$ cat src/rtl/matscale_seq_pkg.sv
// Shared types and sizing helpers for the time-multiplexed matrix scaler.
package matscale_seq_pkg;

    typedef enum logic [1:0] {
        IDLE,
        RUN,
        DRAIN,
        DONE
    } seq_state_t;

    // Number of issue beats needed to cover n elements with the given lane count.
    function automatic int beats(input int n, input int lanes);
        return (lanes < 1) ? 0 : (n + lanes - 1) / lanes;
    endfunction

    // Counter width able to hold every value 0..n.
    function automatic int idx_width(input int n);
        return (n < 2) ? 1 : $clog2(n + 1);
    endfunction

endpackage

$ cat src/rtl/matscale_seq_if.sv
// fixedp bundle: clock, synchronous active-low reset and the fixed-point format.
interface fixedp #(
    parameter int WIDTH    = 16,
    parameter int FRACBITS = 8
) (
    input logic clk,
    input logic reset_l
);

    modport master (input clk, input reset_l);
    modport slave  (input clk, input reset_l);

endinterface

$ cat src/rtl/matscale_seq_fixmul_lane.sv
// One registered fixed-point multiplier lane: p <= low WIDTH bits of (a*b) >>> FRACBITS.
module fixmul_lane
    import matscale_seq_pkg::*;
#(
    parameter int WIDTH    = 16,
    parameter int FRACBITS = 8
) (
    fixedp.slave                    g,
    input  logic signed [WIDTH-1:0] a,
    input  logic signed [WIDTH-1:0] b,
    input  logic                    en,
    output logic signed [WIDTH-1:0] p
);

    // Floor-rounding shift, then wrap to WIDTH bits.
    function automatic logic signed [WIDTH-1:0] scale_trunc(input logic signed [2*WIDTH-1:0] x);
        logic signed [2*WIDTH-1:0] s;
        s = x >>> FRACBITS;
        return s[WIDTH-1:0];
    endfunction

    logic signed [2*WIDTH-1:0] prod_p0;

    assign prod_p0 = (2*WIDTH)'(a) * (2*WIDTH)'(b);

    // p0 -> p1: product register
    always_ff @(posedge g.clk) begin
        if (en) p <= scale_trunc(prod_p0);
    end

endmodule

$ cat src/rtl/matscale_seq.sv
// Scalar-times-matrix engine sequencing LANES multipliers over a row-major ROWSxCOLS operand.
module matscale_seq
    import matscale_seq_pkg::*;
#(
    parameter int WIDTH    = 16,
    parameter int FRACBITS = 8,
    parameter int ROWS     = 1,
    parameter int COLS     = 1,
    parameter int LANES    = 1
) (
    fixedp.slave                             g,
    input  logic signed [WIDTH-1:0]          a,
    input  logic [ROWS:1][COLS:1][WIDTH-1:0] b,
    input  logic                             in_valid,
    output logic                             in_ready,
    output logic [ROWS:1][COLS:1][WIDTH-1:0] f,
    output logic                             out_valid,
    input  logic                             out_ready,
    output logic                             busy
);

    localparam int N     = ROWS * COLS;
    localparam int BEATS = beats(N, LANES);
    localparam int IW    = idx_width(N);
    localparam int DEPTH = 2 ** IW;

    if (BEATS < 1 || LANES > N) begin : g_bad_lanes
        $error("matscale_seq: LANES must lie in 1..ROWS*COLS");
    end
    if (g.WIDTH != WIDTH || g.FRACBITS != FRACBITS) begin : g_bad_format
        $error("matscale_seq: WIDTH/FRACBITS disagree with the fixedp bundle");
    end

    seq_state_t              state;
    logic [IW-1:0]           idx;
    logic [IW-1:0]           idx_p1;
    logic                    vld_p1;
    logic signed [WIDTH-1:0] a_op;
    logic signed [WIDTH-1:0] b_op    [DEPTH];
    logic signed [WIDTH-1:0] f_r     [DEPTH];
    logic signed [WIDTH-1:0] lane_p1 [LANES];
    logic [N*WIDTH-1:0]      b_flat;
    logic [N*WIDTH-1:0]      f_flat;

    assign b_flat   = b;
    assign f        = f_flat;
    assign in_ready = g.reset_l && (state == IDLE);
    assign busy     = g.reset_l && (state != IDLE);

    for (genvar k = 0; k < N; k++) begin : g_fout
        assign f_flat[k*WIDTH +: WIDTH] = f_r[k];
    end

    // p0: lane j picks element idx+j; lanes past the end of a partial beat stay idle
    for (genvar j = 0; j < LANES; j++) begin : g_lane
        int            kk;
        logic          en;
        logic [IW-1:0] ksel;

        always_comb begin
            kk   = int'(idx) + j;
            en   = (state == RUN) && (kk < N);
            ksel = en ? IW'(kk) : '0;
        end

        fixmul_lane #(
            .WIDTH   (WIDTH),
            .FRACBITS(FRACBITS)
        ) u_lane (
            .g (g),
            .a (a_op),
            .b (b_op[ksel]),
            .en(en),
            .p (lane_p1[j])
        );
    end

    always_ff @(posedge g.clk) begin
        if (!g.reset_l) begin
            state     <= IDLE;
            idx       <= '0;
            idx_p1    <= '0;
            vld_p1    <= 1'b0;
            out_valid <= 1'b0;
            a_op      <= '0;
            for (int k = 0; k < DEPTH; k++) begin
                b_op[k] <= '0;
                f_r[k]  <= '0;
            end
        end else begin
            vld_p1 <= 1'b0;
            case (state)
                IDLE: begin
                    if (in_valid) begin
                        a_op <= a;
                        for (int k = 0; k < N; k++) b_op[k] <= b_flat[k*WIDTH +: WIDTH];
                        idx   <= '0;
                        state <= RUN;
                    end
                end
                RUN: begin
                    vld_p1 <= 1'b1;
                    idx_p1 <= idx;
                    // Wrap idx to 0 on the final beat so it never passes N.
                    if (int'(idx) + LANES >= N) begin
                        idx   <= '0;
                        state <= DRAIN;
                    end else begin
                        idx <= idx + IW'(LANES);
                    end
                end
                DRAIN: begin
                    state     <= DONE;
                    out_valid <= 1'b1;
                end
                DONE: begin
                    if (out_ready) begin
                        out_valid <= 1'b0;
                        state     <= IDLE;
                    end
                end
                default: state <= IDLE;
            endcase

            // p1 -> f: write-back demux of the beat issued last cycle
            for (int j = 0; j < LANES; j++) begin
                if (vld_p1 && (int'(idx_p1) + j < N)) f_r[IW'(int'(idx_p1) + j)] <= lane_p1[j];
            end
        end
    end

    a_idx_range: assert property (@(posedge g.clk) disable iff (!g.reset_l) int'(idx) <= N);

endmodule
$ cat src/flat_wrapper.sv
// flat-port wrapper written by rule: the top's interface ports become plain ports
module matscale_seq_flat import matscale_seq_pkg::*;
#(
    parameter int WIDTH    = 16,
    parameter int FRACBITS = 8,
    parameter int ROWS     = 1,
    parameter int COLS     = 1,
    parameter int LANES    = 1
)
  (a, b, in_valid, in_ready, f, out_valid, out_ready, busy, clk, reset_l);
  fixedp #(.WIDTH(WIDTH), .FRACBITS(FRACBITS)) g_i (.clk(clk), .reset_l(reset_l));
  input  logic signed [WIDTH-1:0] a;
  input  logic [ROWS:1][COLS:1][WIDTH-1:0] b;
  input  logic in_valid;
  output logic in_ready;
  output logic [ROWS:1][COLS:1][WIDTH-1:0] f;
  output logic out_valid;
  input  logic out_ready;
  output logic busy;
  input wire logic clk;
  input wire logic reset_l;
  matscale_seq #(.WIDTH(WIDTH), .FRACBITS(FRACBITS), .ROWS(ROWS), .COLS(COLS), .LANES(LANES)) u_core (.g(g_i), .a(a), .b(b), .in_valid(in_valid), .in_ready(in_ready), .f(f), .out_valid(out_valid), .out_ready(out_ready), .busy(busy));
endmodule
$ cat config.mk
export PLATFORM = sky130hd
export DESIGN_NAME = matscale_seq_flat
export DESIGN_NICKNAME = d
export VERILOG_FILES = /design/src/rtl/matscale_seq_pkg.sv /design/src/rtl/matscale_seq_if.sv /design/src/rtl/matscale_seq_fixmul_lane.sv /design/src/rtl/matscale_seq.sv /design/src/flat_wrapper.sv
export SDC_FILE = /design/constraint.sdc
export NUM_CORES = 1
export LEC_CHECK = 0
export ABC_CLOCK_PERIOD_IN_PS = 7180
export CAP_MARGIN = 20
export CORE_ASPECT_RATIO = 0.9
export CORE_UTILIZATION = 45
export DETAILED_ROUTE_END_ITERATION = 16
export HOLD_SLACK_MARGIN = 0.06
export MAX_ROUTING_LAYER = met4
export SETUP_SLACK_MARGIN = 0.05
export SLEW_MARGIN = 10
export SYNTH_ARGS = -nofsm -noshare
export SYNTH_HDL_FRONTEND = slang
export SYNTH_SLANG_ARGS = --single-unit
$ cat constraint.sdc
create_clock -name clk -period 7.18 [get_ports clk]
set_input_delay 1.077 -clock clk [delete_from_list [all_inputs] [get_ports clk]]
set_output_delay 1.077 -clock clk [all_outputs]
set_load 0.1 [all_outputs]
; ---- After elaboration in Yosys (flattened, before gate mapping)
; Memory sizes are Yosys's and may differ from the RTL's.
; Index checks and enable logic that the tools add are counted.
[op_classes]
magnitude_cmp = 3
n_addsub = 2
mux = 23
n_mul = 1
bitwise_logic = 1
eq_ne = 6
n_reduce_logical = 13
[op_table]
columns = op, count
row1 = $ge A32 B2 Y1 const B, 1
row2 = $mux W16, 2
row3 = $mul A16 B16 Y24, 1
row4 = $reduce_or A16 Y1, 1
row5 = $mux W1, 15
row6 = $pmux W2 S4, 1
row7 = $mux W2, 3
row8 = $ne A2 B2 Y1 const B, 3
row9 = $reduce_and A2 Y1, 3
row10 = $reduce_bool A2 Y1, 3
row11 = $eq A2 B2 Y1 const B, 2
row12 = $logic_and A1 B1 Y1, 4
row13 = $pmux W1 S2, 2
row14 = $reduce_and A3 Y1, 1
row15 = $add A1 B1 Y2 const B, 1
row16 = $eq A2 B1 Y1 const B, 1
row17 = $logic_not A2 Y1, 1
row18 = $lt A1 B1 Y1 const B, 2
row19 = $add A1 B1 Y1 const B, 1
row20 = $or A1 B1 Y1, 1
[word_totals]
input_bits = 36
ff_bits = 38
n_memories = 2
output_inout_bits = 19
ramBits = 64
[mem_list]
columns = name, words, word_bits, read_ports, rd_clocked_by_memory_dff, wr, line_no
row1 = u_core.b_op, 2, 16, 1, 0, 2, matscale_seq.sv:39  ; logic signed [WIDTH-1:0] b_op [DEPTH];
row2 = u_core.f_r, 2, 16, 1, 0, 2, matscale_seq.sv:40  ; logic signed [WIDTH-1:0] f_r [DEPTH];

; ---- Logic depth before layout (Yosys ltp)
; Gate-level depths: netlist of the first run.
[depth]
depth_word = 7
depth_mapped = 22
depth_no_buf = 20

; ---- By module
; A second synthesis of the first run with hierarchy kept.
[hier_totals]
hier_cells = 1012
hier_area_um2 = 9930.8
[by_module_without_submodules]
columns = mod, area_each_um2, n_inst, cells_each
row1 = fixmul_lane, 7891.3, 1, 862
row2 = matscale_seq, 2039.5, 1, 150

; ---- Least setup slack after synthesis of the first run
; Ideal clock, no wire load.
[synth_path]
path_kind = reg-to-reg
start = mem u_core.b_op[0][7]
end = reg u_core.g_lane[0].u_lane.p[15], data pin
t_arrival_ps = 5561
n_path_buf = 2
slack_ps = 1359
period_less_slack_ps = 5821
stages_incl_launch_ff = 23
setup_ps = 260
cell_sequence = edfxtp_1 > clkbuf_1 > clkbuf_1 > nand2_1 > fa_1 > inv_1 > fa_1 > inv_1 > fa_1 > inv_1 > fa_1 > fa_1 > inv_1 > fa_1 > inv_1 > ha_1 > a211oi_1 > nor2b_1 > nor3b_2 > a211oi_2 > a41o_2 > o31ai_2 > xnor2_1
[synth_between]
elab_chain_len = 2
[synth_lines]
columns = element, line_no
row1 = from (decl), matscale_seq.sv:39
row2 = $mem_v2 Z2 W16, -
row3 = $mul A16 B16 Y24, matscale_seq_fixmul_lane.sv:24  ; assign prod_p0 = (2*WIDTH)'(a) * (2*WIDTH)'(b);
row4 = via u_core.g_lane[0].u_lane.prod_p0[23], matscale_seq_fixmul_lane.sv:22  ; logic signed [2*WIDTH-1:0] prod_p0;
row5 = to (signal assigned), matscale_seq_fixmul_lane.sv:28  ; if (en) p <= scale_trunc(prod_p0);
row6 = to (decl), matscale_seq_fixmul_lane.sv:12  ; output logic signed [WIDTH-1:0] p
; The timed path passes the listed nets, and every way through them passes these cells.
; A chain may end at the register's enable or synchronous reset.

; ---- Worst setup path after layout of the first run
[layout_path]
start = mem u_core.b_op[0][8]
end = reg u_core.g_lane[0].u_lane.p[15], data pin
; Same word-level chain as after synthesis.

==> results of run 1 <==
-- layer usage --
layer	wire length (µm)	vias to the layer above	track usage [%]
li1	-	3020	-
met1	10100	3146	29.5
met2	9300	141	32.7
met3	1020	15	3.93
met4	197	0	4.20
met5	0	-	-
-- Yosys cell counts (all sizes together) --
| library cell | count | area [µm²] |
|---|---|---|
| a31oi | 2 | 18.8 |
| a211oi | 5 | 52.6 |
| o21a | 3 | 22.5 |
| dfxtp | 20 | 400 |
| nand4 | 2 | 12.5 |
| a21boi | 2 | 15.0 |
| nor3b | 2 | 20.0 |
| nor2 | 18 | 67.6 |
| o21bai | 2 | 15.0 |
| and2 | 138 | 863 |
| mux2i | 1 | 10.0 |
| nand3 | 1 | 5.00 |
| ha | 74 | 926 |
| o21ai | 7 | 38.8 |
| a22o | 16 | 140 |
| nand2b | 4 | 25.0 |
| inv | 252 | 946 |
| nor3 | 3 | 15.0 |
| and3 | 17 | 106 |
| o211ai | 1 | 7.51 |
| xor2 | 9 | 78.8 |
| clkinv | 1 | 3.75 |
| clkbuf | 39 | 146 |
| and4 | 1 | 8.76 |
| o31ai | 2 | 20.0 |
| a21oi | 7 | 35.0 |
| xnor2 | 27 | 236 |
| edfxtp | 48 | 1440 |
| nand2 | 98 | 368 |
| fa | 186 | 3720 |
| nor2b | 8 | 50.1 |
| a41o | 1 | 11.3 |
| a21o | 5 | 37.5 |
-- critical path, stage by stage (launching register included) --
cell and delay [ns]:
edfxtp_1 0.81, nand2_1 0.17, fa_1 0.53, inv_1 0.05, fa_1 0.50, inv_1 0.06, fa_1 0.50, inv_1 0.07
fa_1 0.50, fa_1 0.54, inv_1 0.05, fa_1 0.52, inv_1 0.04, ha_1 0.34, a211oi_1 0.26, nor2b_1 0.10
nor3b_2 0.20, a211oi_2 0.10, a41o_2 0.33, o31ai_2 0.20, xnor2_1 0.09
-- sequential cells by signal (all words and copies together) (netlist names) --
register,flops
u_core.out_valid,1
u_core.state,2
u_core.a_op,16
u_core.vld_p1,1
u_core.b_op,16
u_core.g_lane.u_lane.p,16
u_core.f_r,16
-- how the worst max path moves through the flow --
| stage | slack [ns] | from | endpoint |
|---|---|---|---|
| after floorplan | 1.36 | u_core.b_op[0][7] | u_core.g_lane[0].u_lane.p[15] |
| after global placement | 1.03 | u_core.b_op[0][8] | u_core.g_lane[0].u_lane.p[15] |
| after detailed placement | 0.93 | u_core.b_op[0][9] | u_core.g_lane[0].u_lane.p[15] |
| after CTS | 0.93 | u_core.b_op[0][9] | u_core.g_lane[0].u_lane.p[15] |
| after global routing | 0.63 | u_core.b_op[0][9] | u_core.g_lane[0].u_lane.p[15] |
| final | 0.95 | u_core.b_op[0][8] | u_core.g_lane[0].u_lane.p[15] |
-- layout make-up --
type	count	area share, %
Multi-Input combinational cell	642	63.1
Tap cell	291	3.32
Sequential cell	68	16.8
Timing Repair Buffer	58	5.26
Inverter	253	8.65
Clock inverter	1	0.273
Clock buffer	15	2.62
-- power by group through the flow --
stage	clock network (mW)	logic (mW)	registers [mW]
after floorplan	0	2.03	0.835
after global placement	0	2.61	0.878
after detailed placement	0	2.66	0.884
after CTS	0.477	2.68	0.876
after global routing	0.492	3.06	0.898
final	0.464	2.63	0.875
-- through the flow --
stage               cells  power, mW  util (%)  cell area (µm²)
floorplan            1002       2.87         -             9870
global placement     1311       3.49      49.4            10600
detailed placement   1311       3.54      49.4            10600
CTS                  1327       4.03      50.8            11000
global route         1328       4.45      50.9            11000
finish               1328       3.97      50.9            11000
-- logic make-up (layout without fill, tap and decap cells) --
logic type | Yosys count | in the layout | share of synthesized area [%]
buffers and inverters | 292 | 327 | 11.1
adder cells (fa/ha/maj) | 260 | 260 | 47.1
AND/OR/NAND/NOR | 292 | 292 | 15.6
multiplexers | 1 | 1 | 0.101
flip-flops | 68 | 68 | 18.7
AO/OA/AOI/OAI | 53 | 53 | 4.20
XOR/XNOR | 36 | 36 | 3.20
==> run summary, run 1 <==
After synthesis the cells add up to 0.00987 mm². The filler cells instantiated in the layout total between 2000 and 2500. The switching fraction of total power came out at 48.4%. The worst-case vdd ir drop came out at about 0.20 mV. The worst hold path class is reg -> reg. The worst hold path begins at u_core.out_valid.

TritonCTS built the clock tree. The type of origin of the critical path is a flop. The total length of routed wires is between 20 and 25 mm. The share of total power dissipated in sequential elements is ~22%. Once the floorplan was initialized, standard cells occupied 45.8% of the core.

The global placer's final weighted congestion is 0.846. The global route total overflow came out at 0. The area of the die came out at ~0.023 mm². After clock tree synthesis, the flow added hold-fix buffers numbering 0. The internal reg-to-reg setup slack came out at 0.95 ns.

The final count of hold timing violations is 0. The detail-routed net length per standard cell is ~16 µm. The per-instance average area after synthesis is slightly below 10 µm². The clock period minus final worst setup slack is 6.23 ns. The remaining design rule violation count is 0. The highest achievable clock rate is 0.160 GHz. The total core area is 0.0216 mm². The cell sitting at the root of the clock tree is a clkbuf_16. The synthesis warning total is 0. The maximum count of clock buffers along a single path is 2. The end point of the worst hold path is u_core.out_valid.

The first-pass GRT wire length is roughly 35 mm. The number of diodes added for antenna fixing came out at 0. The via count of the first global-routing pass came out at 6865. The post-CTS resize count came out at 0. Synthesis instantiated 40 different standard cells from the library. Clock-pin slew was measured on the worst setup and hold paths at 0.05 ns.

The initial antenna violation count was 0. The hold-critical path depth came out at 2. The tightest hold margin came out at slightly above 0.5 ns. The data required time at the worst endpoint is between 7 and 8 ns. The arrival time of the worst setup path came out at 6.30 ns. In the final layout, the multi-input gates occupy between 0.006 and 0.007 mm². Counting every net in the synthesized netlist gives 1298. The first-pass detailed-route iteration total is 4. The worst-case setup margin in the final layout is between 0.9 and 1 ns. The number of nets in the layout is 1328. The detailed-route vias per instance is about 4.8.

The worst setup path is captured at a flop. Counting cells, the worst reg-to-reg path comes to 20. The switching power came out at 1.92 mW. The number of DRC markers in iteration 0 is 245. The pin count of the biggest net entering global routing is 33.

Global routing consumed, over all layers together, 21.3% of the routing resources. The count of mapped cells out of synthesis came out at 1002. Setup violations remaining at the end of the flow were counted as 0. The worst reg2reg path startpoint is u_core.b_op[0][8].

The total half-perimeter wirelength after legalization and detailed placement came out at roughly 17 mm. The I/O pin total is 55. The flow ran to the end, and the final reports show no timing, DRC or antenna violations. The library cell used most frequently in the layout, excluding fill and tap cells, is inv_1. The final max-slew violation count is 0.

The reg-to-reg critical path endpoint is u_core.g_lane[0].u_lane.p[15]. The count of input and output buffers is 54. The part of the power in combinational logic is 66.3%. The sink count of the clock tree is a little under 70. The area taken by flip-flops and latches came out at 0.00184 mm².

Leaving out fill and tap cells, the most frequent cells in the layout are inv_1 (252), fa_1 (186), and2_1 (138). The design internal power came out at 2.05 mW. The layout cell share with drive strength beyond 1 is 2.51%. The worst-case setup slack after placement is 0.931 ns. The ratio of final minimum period to clock period came out at ~87%. The clock tree synthesis step divided the H-tree into 3 levels. Setup repair after global routing left no endpoint under its margin.

The final total negative setup slack came out at 0 ns. The post-CTS setup-driven buffer insertion count came out at 0. The worst max-slew margin expressed relative to the limit came out at 34.7%. In this run the remaining antenna-violating nets after routing total 0. The number of clock buffers added by TritonCTS is 9.

The layout overhead on the synthesized area is 11.3%. The clock tree skew after final layout is 0.00826 ns. The floorplan die width is 158 µm. The sequential element share of the synthesized area came out at a little under a fifth. The clock latency at the later pin of the worst-skew pair is between 0.3 and 0.4 ns.

Across the run, the number of max-cap violations was 0. The via count came out at 6322. The leakage power summed over all cells is between 5 and 6 nW. By startpoint and endpoint, the worst setup path is classified as reg -> reg. The slew at the pin closest to its max-slew limit is 0.977 ns. The height of the chip is 142 µm. The initialized floorplan defines 51 standard-cell rows. The clock share of power came out at 11.7%. The maximum fanout along the worst path came out at 16. The power per standard cell area came out at ~360 mW/mm². The number of storage elements in the synthesis netlist is 68.
No activity file was read; power rests on OpenSTA's default activity.
==> run 2: changes to the inputs <==
--- a/config.mk
+++ b/config.mk
@@ -5,13 +5,15 @@
 export SDC_FILE = /design/constraint.sdc
 export NUM_CORES = 1
 export LEC_CHECK = 0
-export ABC_CLOCK_PERIOD_IN_PS = 7180
+export ABC_CLOCK_PERIOD_IN_PS = 5400
 export CAP_MARGIN = 20
 export CORE_ASPECT_RATIO = 0.9
 export CORE_UTILIZATION = 45
 export DETAILED_ROUTE_END_ITERATION = 16
 export HOLD_SLACK_MARGIN = 0.06
 export MAX_ROUTING_LAYER = met4
+export PLACE_DENSITY = 0.65
+export RECOVER_POWER = 25
 export SETUP_SLACK_MARGIN = 0.05
 export SLEW_MARGIN = 10
 export SYNTH_ARGS = -nofsm -noshare
==> constraint.sdc (replaced) <==
create_clock -name clk -period 5.4 [get_ports clk]
set_input_delay 0.81 -clock clk [delete_from_list [all_inputs] [get_ports clk]]
set_output_delay 0.81 -clock clk [all_outputs]
set_load 0.1 [all_outputs]
==> run 2 against run 1 <==
The flow now finishes with violations (negative setup slack). Clock power rose by 29%. Die area unchanged. Hold slack better by 0.0094 ns.
==> run summary, run 2 (synthesis results as in run 1) <==
The layout overhead on the synthesized area is 23.6%. The leakage power summed over all cells came to 5.91 nW (+12%). The final total negative setup slack is -1.63 ns (-1.63 ns).

The initial core utilization came out at 45.8% (unchanged). The total power consumption of the routed design is 6.28 mW (+58%). The layout cell share with drive strength beyond 1 was 17.8% (+15 points). The maximum count of clock buffers along a single path is 2 (unchanged).

The stage delay of the slowest cell on the critical path is 0.56 ns (-0.25 ns). The total of max-cap violations is 0 (unchanged). The worst hold path class is reg -> reg. In this run the clock root is driven by a clkbuf_16. The total half-perimeter wirelength after legalization and detailed placement is 18.6 mm (+11%). The power per standard cell area came out at 515 mW/mm² (+42%).

The hold-fix buffer count after cts came out at 0 (unchanged). The total global routing track utilization was 22.4% (+1.1 points). The global route total overflow is 0 (unchanged).

The detailed-route vias per instance came out at 4.69 (-1.4%). The most frequent cell on the critical path is fa_1. The checks that failed: negative setup slack. The highest achievable clock rate is 0.177 GHz (+11%).

The maximum fanout along the worst path is 11 (-5). The final count of hold timing violations came out at 0 (unchanged). The post-CTS clock slew at the launch and capture registers of the worst setup and hold paths came out at 0.06 ns (about the same). The first-pass detailed-route iteration total came out at 5 (+1). The final max-slew violation count came to 0 (unchanged). The clock tree from TritonCTS is built. The sink count of the clock tree came to 68 (unchanged).

The kind of end point of the critical path is a flop. The post-route core utilization came out at 56.5% (+5.6 points). The floorplan die width came out at 158 µm (unchanged).

The number of diodes added for antenna fixing came to 0 (unchanged). The critical path goes through nand2_1 -> fa_1 -> inv_1 -> fa_1 -> inv_1 -> fa_1 -> inv_1 -> fa_1 -> fa_1 -> inv_1 -> fa_1 -> inv_2 -> ha_4 -> a211oi_4 -> nor2b_4 -> nor3b_4 -> a211oi_4 -> buf_4 -> a21o_1 -> buf_6 -> xor2_1. The final-report setup violation count is 9 (+9).

The total core area is 0.0216 mm² (unchanged). The clock period minus final worst setup slack is 5.64 ns (-0.594 ns). The arrival time of the worst setup path came out at 5.72 ns (-0.58 ns). The height of the chip came out at 142 µm (unchanged).

Setup repair after global routing could not meet its margin everywhere. The ratio of final minimum period to clock period is 104% (+18 points). The clock latency at the later pin of the worst-skew pair came out at 0.32 ns (about the same). The top cell types in the final layout, fill and taps aside, are inv_1 (239), fa_1 (177), and2_1 (128). The global placer's final weighted congestion came out at 0.893 (+5.5%). The worst max-slew margin expressed relative to the limit is 34.9% (+0.25 points). The first-pass GRT wire length came out at 37.3 mm (+6.1%). Leaving out fill and tap cells, the most frequent cell in the layout is inv_1. The total length of routed wires came out at 21.9 mm (+6.1%). The count of standard-cell rows came out at 51 (unchanged).

The initial antenna violation count came out at 0 (unchanged). The number of CTS-inserted buffers came out at 9 (unchanged). The count of antenna-violating nets left after detailed routing came out at 0 (unchanged). The level count of the clock H-tree came out at 3 (unchanged).

The pin count of the biggest net entering global routing was 33 (unchanged). The area of the die is 0.0225 mm² (unchanged). The detail-routed net length per standard cell is 15.1 µm (-2.8%).

The largest individual stage delay along the critical path comes from the cell fa_1. STA classifies the critical path startpoint as a flop. The critical path in this run is classified as reg -> reg. The data required time at the worst endpoint is 5.48 ns (-1.76 ns).

The number of nets in the layout was 1449 (+9.1%). The count of input and output buffers is 54 (unchanged). The via count is 6801 (+7.6%).

The via count of the first global-routing pass is 7366 (+7.3%). The number of DRC markers in iteration 0 is 334 (+36%). The flow ran to the end, but the final reports show violations. The remaining design rule violation count came to 0 (unchanged). The worst-case setup margin in the final layout is -0.239 ns (-1.19 ns). The worst-case vdd ir drop is 0.333 mV (+64%). The slew at the pin closest to its max-slew limit was 0.973 ns (-0.00371 ns). The I/O pin total is 55 (unchanged). The clock tree skew after final layout was 0.00644 ns (-0.00182 ns).
[run 2: cell types whose count changed in the layout (fill, tap and decap cells not counted), sizes merged]
cell,delta
buf,+120
clkdlybuf4s50,-1
clkinv,+1
dlygate4sd3,+1
[run 2: final cells by class]
type	instances	area, µm²
Inverter	253	950
Clock inverter	2	35.0
Sequential cell	68	1850
Timing Repair Buffer	179	1540
Multi-Input combinational cell	642	7190
Clock buffer	14	264
Tap cell	291	364
Fill cell	1941	9370
[run 2: metrics by stage]
step                cells  setup slack [ns]  area [µm²]  hold slack, ns
floorplan            1002           -0.0384       10100           0.470
global placement     1424            -0.339       11700           0.497
detailed placement   1424            -0.389       11700           0.508
CTS                  1447            -0.259       12100           0.521
global route         1449            -0.392       12200           0.544
finish               1449            -0.239       12200           0.513
[run 2: metal layers]
metal  track usage (%)  wire length (µm)  vias up
li1                  -                 -     3259
met2              35.5             10000      178
met5                 -                 0        -
met1              31.0             10600     3349
met4              3.24               194        0
met3              3.47              1110       15
[run 2: repair_timing]
action	4_1_cts	5_1_grt
setup buffers	7	2
resized for setup	25	22
setup endpoints to repair	13	13
pin swaps	30	17
[run 2: power breakdown]
group	internal, mW	leakage (nW)	switching, mW
clock	0.383	0.147	0.214
sequential	0.862	0.658	0.140
combinational	2.18	5.11	2.49
[run 2: critical path, delay by kind of cell, from the launching register on]
family | cells | cell delay, ns
fa+ha+maj | 7 | 3.24
buf+inv | 7 | 0.54
compound gates | 3 | 0.55
simple gates | 3 | 0.42
flops | 1 | 0.52
xor+xnor | 1 | 0.13
[run 2: worst paths after layout]
check / cells after the start / startpoint / endpoint / slack, ns
max: 21 / u_core.a_op[7] / u_core.g_lane[0].u_lane.p[11] / -0.24
min: 2 / u_core.out_valid / u_core.out_valid / 0.51
max reg2reg: 21 / u_core.a_op[7] / u_core.g_lane[0].u_lane.p[11] / -0.24
min reg2reg: 2 / u_core.out_valid / u_core.out_valid / 0.51
==> run 3: changes to the inputs <==
--- a/config.mk
+++ b/config.mk
@@ -8,9 +8,9 @@
 export ABC_CLOCK_PERIOD_IN_PS = 5400
 export CAP_MARGIN = 20
 export CORE_ASPECT_RATIO = 0.9
+export CORE_MARGIN = 8
 export CORE_UTILIZATION = 45
 export DETAILED_ROUTE_END_ITERATION = 16
-export HOLD_SLACK_MARGIN = 0.06
 export MAX_ROUTING_LAYER = met4
 export PLACE_DENSITY = 0.65
 export RECOVER_POWER = 25
==> run 3 against run 2 <==
The flow still finishes with violations (negative setup slack). Maximum frequency is essentially flat. Final cell count grew 0.41%. Final area grew 1.0%. Register-to-register slack is essentially flat. Largest power group unchanged.
==> run summary, run 3 (synthesis results as in run 1) <==
The pin count of the biggest net entering global routing came out at 33 (unchanged). The worst setup path is captured at a flop. In this run the worst hold path is classified as reg -> reg.

Leaving out fill and tap cells, the most frequent cells in the layout are inv_1 (235), fa_1 (178), and2_1 (126). The worst setup path is launched from a flop. The total power consumption of the routed design was 6.23 mW (-0.72%). The post-route core utilization came out at 57.1% (+0.57 points). The I/O pin total came to 55 (unchanged). The total global routing track utilization is 17.3% (-5.1 points). The layout overhead on the synthesized area is 24.9%. The worst-case setup slack after placement came out at -0.260 ns (+0.129 ns). The number of standard cells in the layout, taps in and fillers out came out at 1455 (+0.41%). The clock latency at the later pin of the worst-skew pair came out at 0.34 ns (+0.02 ns). The via count of the first global-routing pass is 7196 (-2.3%). The ratio of final minimum period to clock period is 104% (about the same). The flow ran to the end, but the final reports show violations. The remaining design rule violation count came to 0 (unchanged). The highest achievable clock rate is 0.177 GHz (about the same).

The height of the chip was 156 µm (+9.8%). The number of diodes added for antenna fixing came out at 0 (unchanged). The worst setup path is of the reg -> reg kind. The initial core utilization is 45.8% (unchanged). The power per standard cell area is 506 mW/mm² (-1.7%). The total half-perimeter wirelength after legalization and detailed placement came out at 18.4 mm (-1.6%). The global placer's final weighted congestion came to 0.891 (-0.26%). The number of CTS-inserted buffers is 9 (unchanged). Leaving out fill and tap cells, the most frequent cell in the layout is inv_1. The count of input and output buffers was 54 (unchanged). The worst-case setup margin in the final layout is -0.242 ns (-0.00257 ns). The count of antenna-violating nets left after detailed routing is 0 (unchanged).

The final max-slew violation count came out at 0 (unchanged). The maximum fanout along the worst path is 7 (-4). The area of the die came out at 0.0269 mm² (+20%).

The floorplan die width was 172 µm (+8.9%). The final count of hold timing violations is 0 (unchanged). The layout cell share with drive strength beyond 1 is 19.8% (+2.0 points). The total core area is 0.0216 mm² (unchanged). The internal reg-to-reg setup slack is -0.24 ns (about the same). The sink count of the clock tree came to 68 (unchanged). The arrival time of the worst setup path came out at 5.73 ns (about the same).

The total of max-cap violations came out at 0 (unchanged). The level count of the clock H-tree was 3 (unchanged). The initial antenna violation count was 0 (unchanged). The maximum count of clock buffers along a single path came out at 2 (unchanged). The first-pass GRT wire length is 35.4 mm (-5.1%). The final-report setup violation count is 9 (unchanged). The number of nets in the layout was 1455 (+0.41%).

The total length of routed wires came out at 21.7 mm (-1.0%). The detail-routed net length per standard cell came out at 14.9 µm (-1.4%). TritonCTS built the clock tree. In this run the clock root is driven by a clkbuf_16. The data required time at the worst endpoint came out at 5.49 ns (about the same).

The first-pass detailed-route iteration total came out at 4 (-1). The via count is 6797 (-0.059%). The placed cell count is 1422 (-0.14%). The number of DRC markers in iteration 0 is 344 (+3.0%).

The leakage power summed over all cells is 5.96 nW (+0.74%). The global route total overflow is 0 (unchanged). The number of inserted filler cells in the final layout came out at 1911 (-1.5%). The worst-case vdd ir drop came to 0.307 mV (-8.0%). The detailed-route vias per instance came out at 4.67 (-0.47%). The clock period minus final worst setup slack is 5.64 ns (+0.00257 ns). The slew at the pin closest to its max-slew limit is 0.973 ns (+0.000491 ns). The count of standard-cell rows is 51 (unchanged). Setup repair after global routing could not meet its margin everywhere. The post-CTS clock slew at the launch and capture registers of the worst setup and hold paths is 0.05 ns (about the same). The worst max-slew margin expressed relative to the limit came out at 34.9% (about the same). The final reports fail on negative setup slack. The clock tree skew after final layout came out at 0.00794 ns (+0.00150 ns).
run 3: final timing paths:
check / startpoint / endpoint / cells past startpoint
max: u_core.b_op[0][4] / u_core.g_lane[0].u_lane.p[13] / 21
min: u_core.out_valid / u_core.out_valid / 2
max reg2reg: u_core.b_op[0][4] / u_core.g_lane[0].u_lane.p[13] / 21
min reg2reg: u_core.out_valid / u_core.out_valid / 2
run 3: power breakdown:
group | leakage (nW) | internal, mW | switching (mW)
Sequential | 0.658 | 0.863 | 0.150
Clock | 0.137 | 0.334 | 0.210
Combinational | 5.16 | 2.22 | 2.45
Total | 5.96 | 3.42 | 2.81
run 3: stage by stage:
| stage | cell area (µm²) | setup TNS (ns) | hold WS [ns] |
|---|---|---|---|
| CTS | 12000 | -1.17 | 0.534 |
| global placement | 11700 | -1.01 | 0.496 |
| detailed placement | 11700 | -1.48 | 0.526 |
| floorplan | 10100 | -0.0420 | 0.470 |
| global route | 12300 | -3.02 | 0.563 |
| finish | 12300 | -1.19 | 0.530 |
run 3: worst max-delay path, cell delays in order, from the launching register on:
cell      delay [ns]
edfxtp_1        0.38
buf_6           0.15
buf_4           0.15
and2_4          0.16
fa_1            0.49
inv_1           0.05
fa_1            0.47
fa_2            0.54
inv_2           0.04
fa_1            0.46
fa_1            0.49
inv_1           0.05
fa_1            0.51
inv_2           0.04
ha_4            0.23
a211oi_4        0.25
nor2b_4         0.07
nor3b_2         0.22
a211oi_4        0.06
a41o_2          0.31
buf_4           0.14
xor2_1          0.13
run 3: metal layers:
metal	vias to the layer above	wire [µm]	GRT usage [%]
met4	0	210	3.12
met1	3364	10700	23.8
met5	-	0	-
li1	3274	-	-
met2	144	9750	26.8
met3	15	1050	3.10
run 3: repair_timing:
action | 4_1_cts | 5_1_grt
hold buffers | 0 | 0
endpoints found under the setup margin | 12 | 13
pin swaps | 6 | 51
gates resized for setup | 13 | 65
setup buffers | 4 | 13
run 3: cell type report:
type | count | area, µm² | area share, %
Sequential cell | 68 | 1850 | 15.0
Clock buffer | 14 | 264 | 2.14
Tap cell | 291 | 364 | 2.96
Clock inverter | 2 | 10.0 | 0.0812
Timing Repair Buffer | 185 | 1640 | 13.3
Inverter | 253 | 950 | 7.71
Multi-Input combinational cell | 642 | 7240 | 58.7
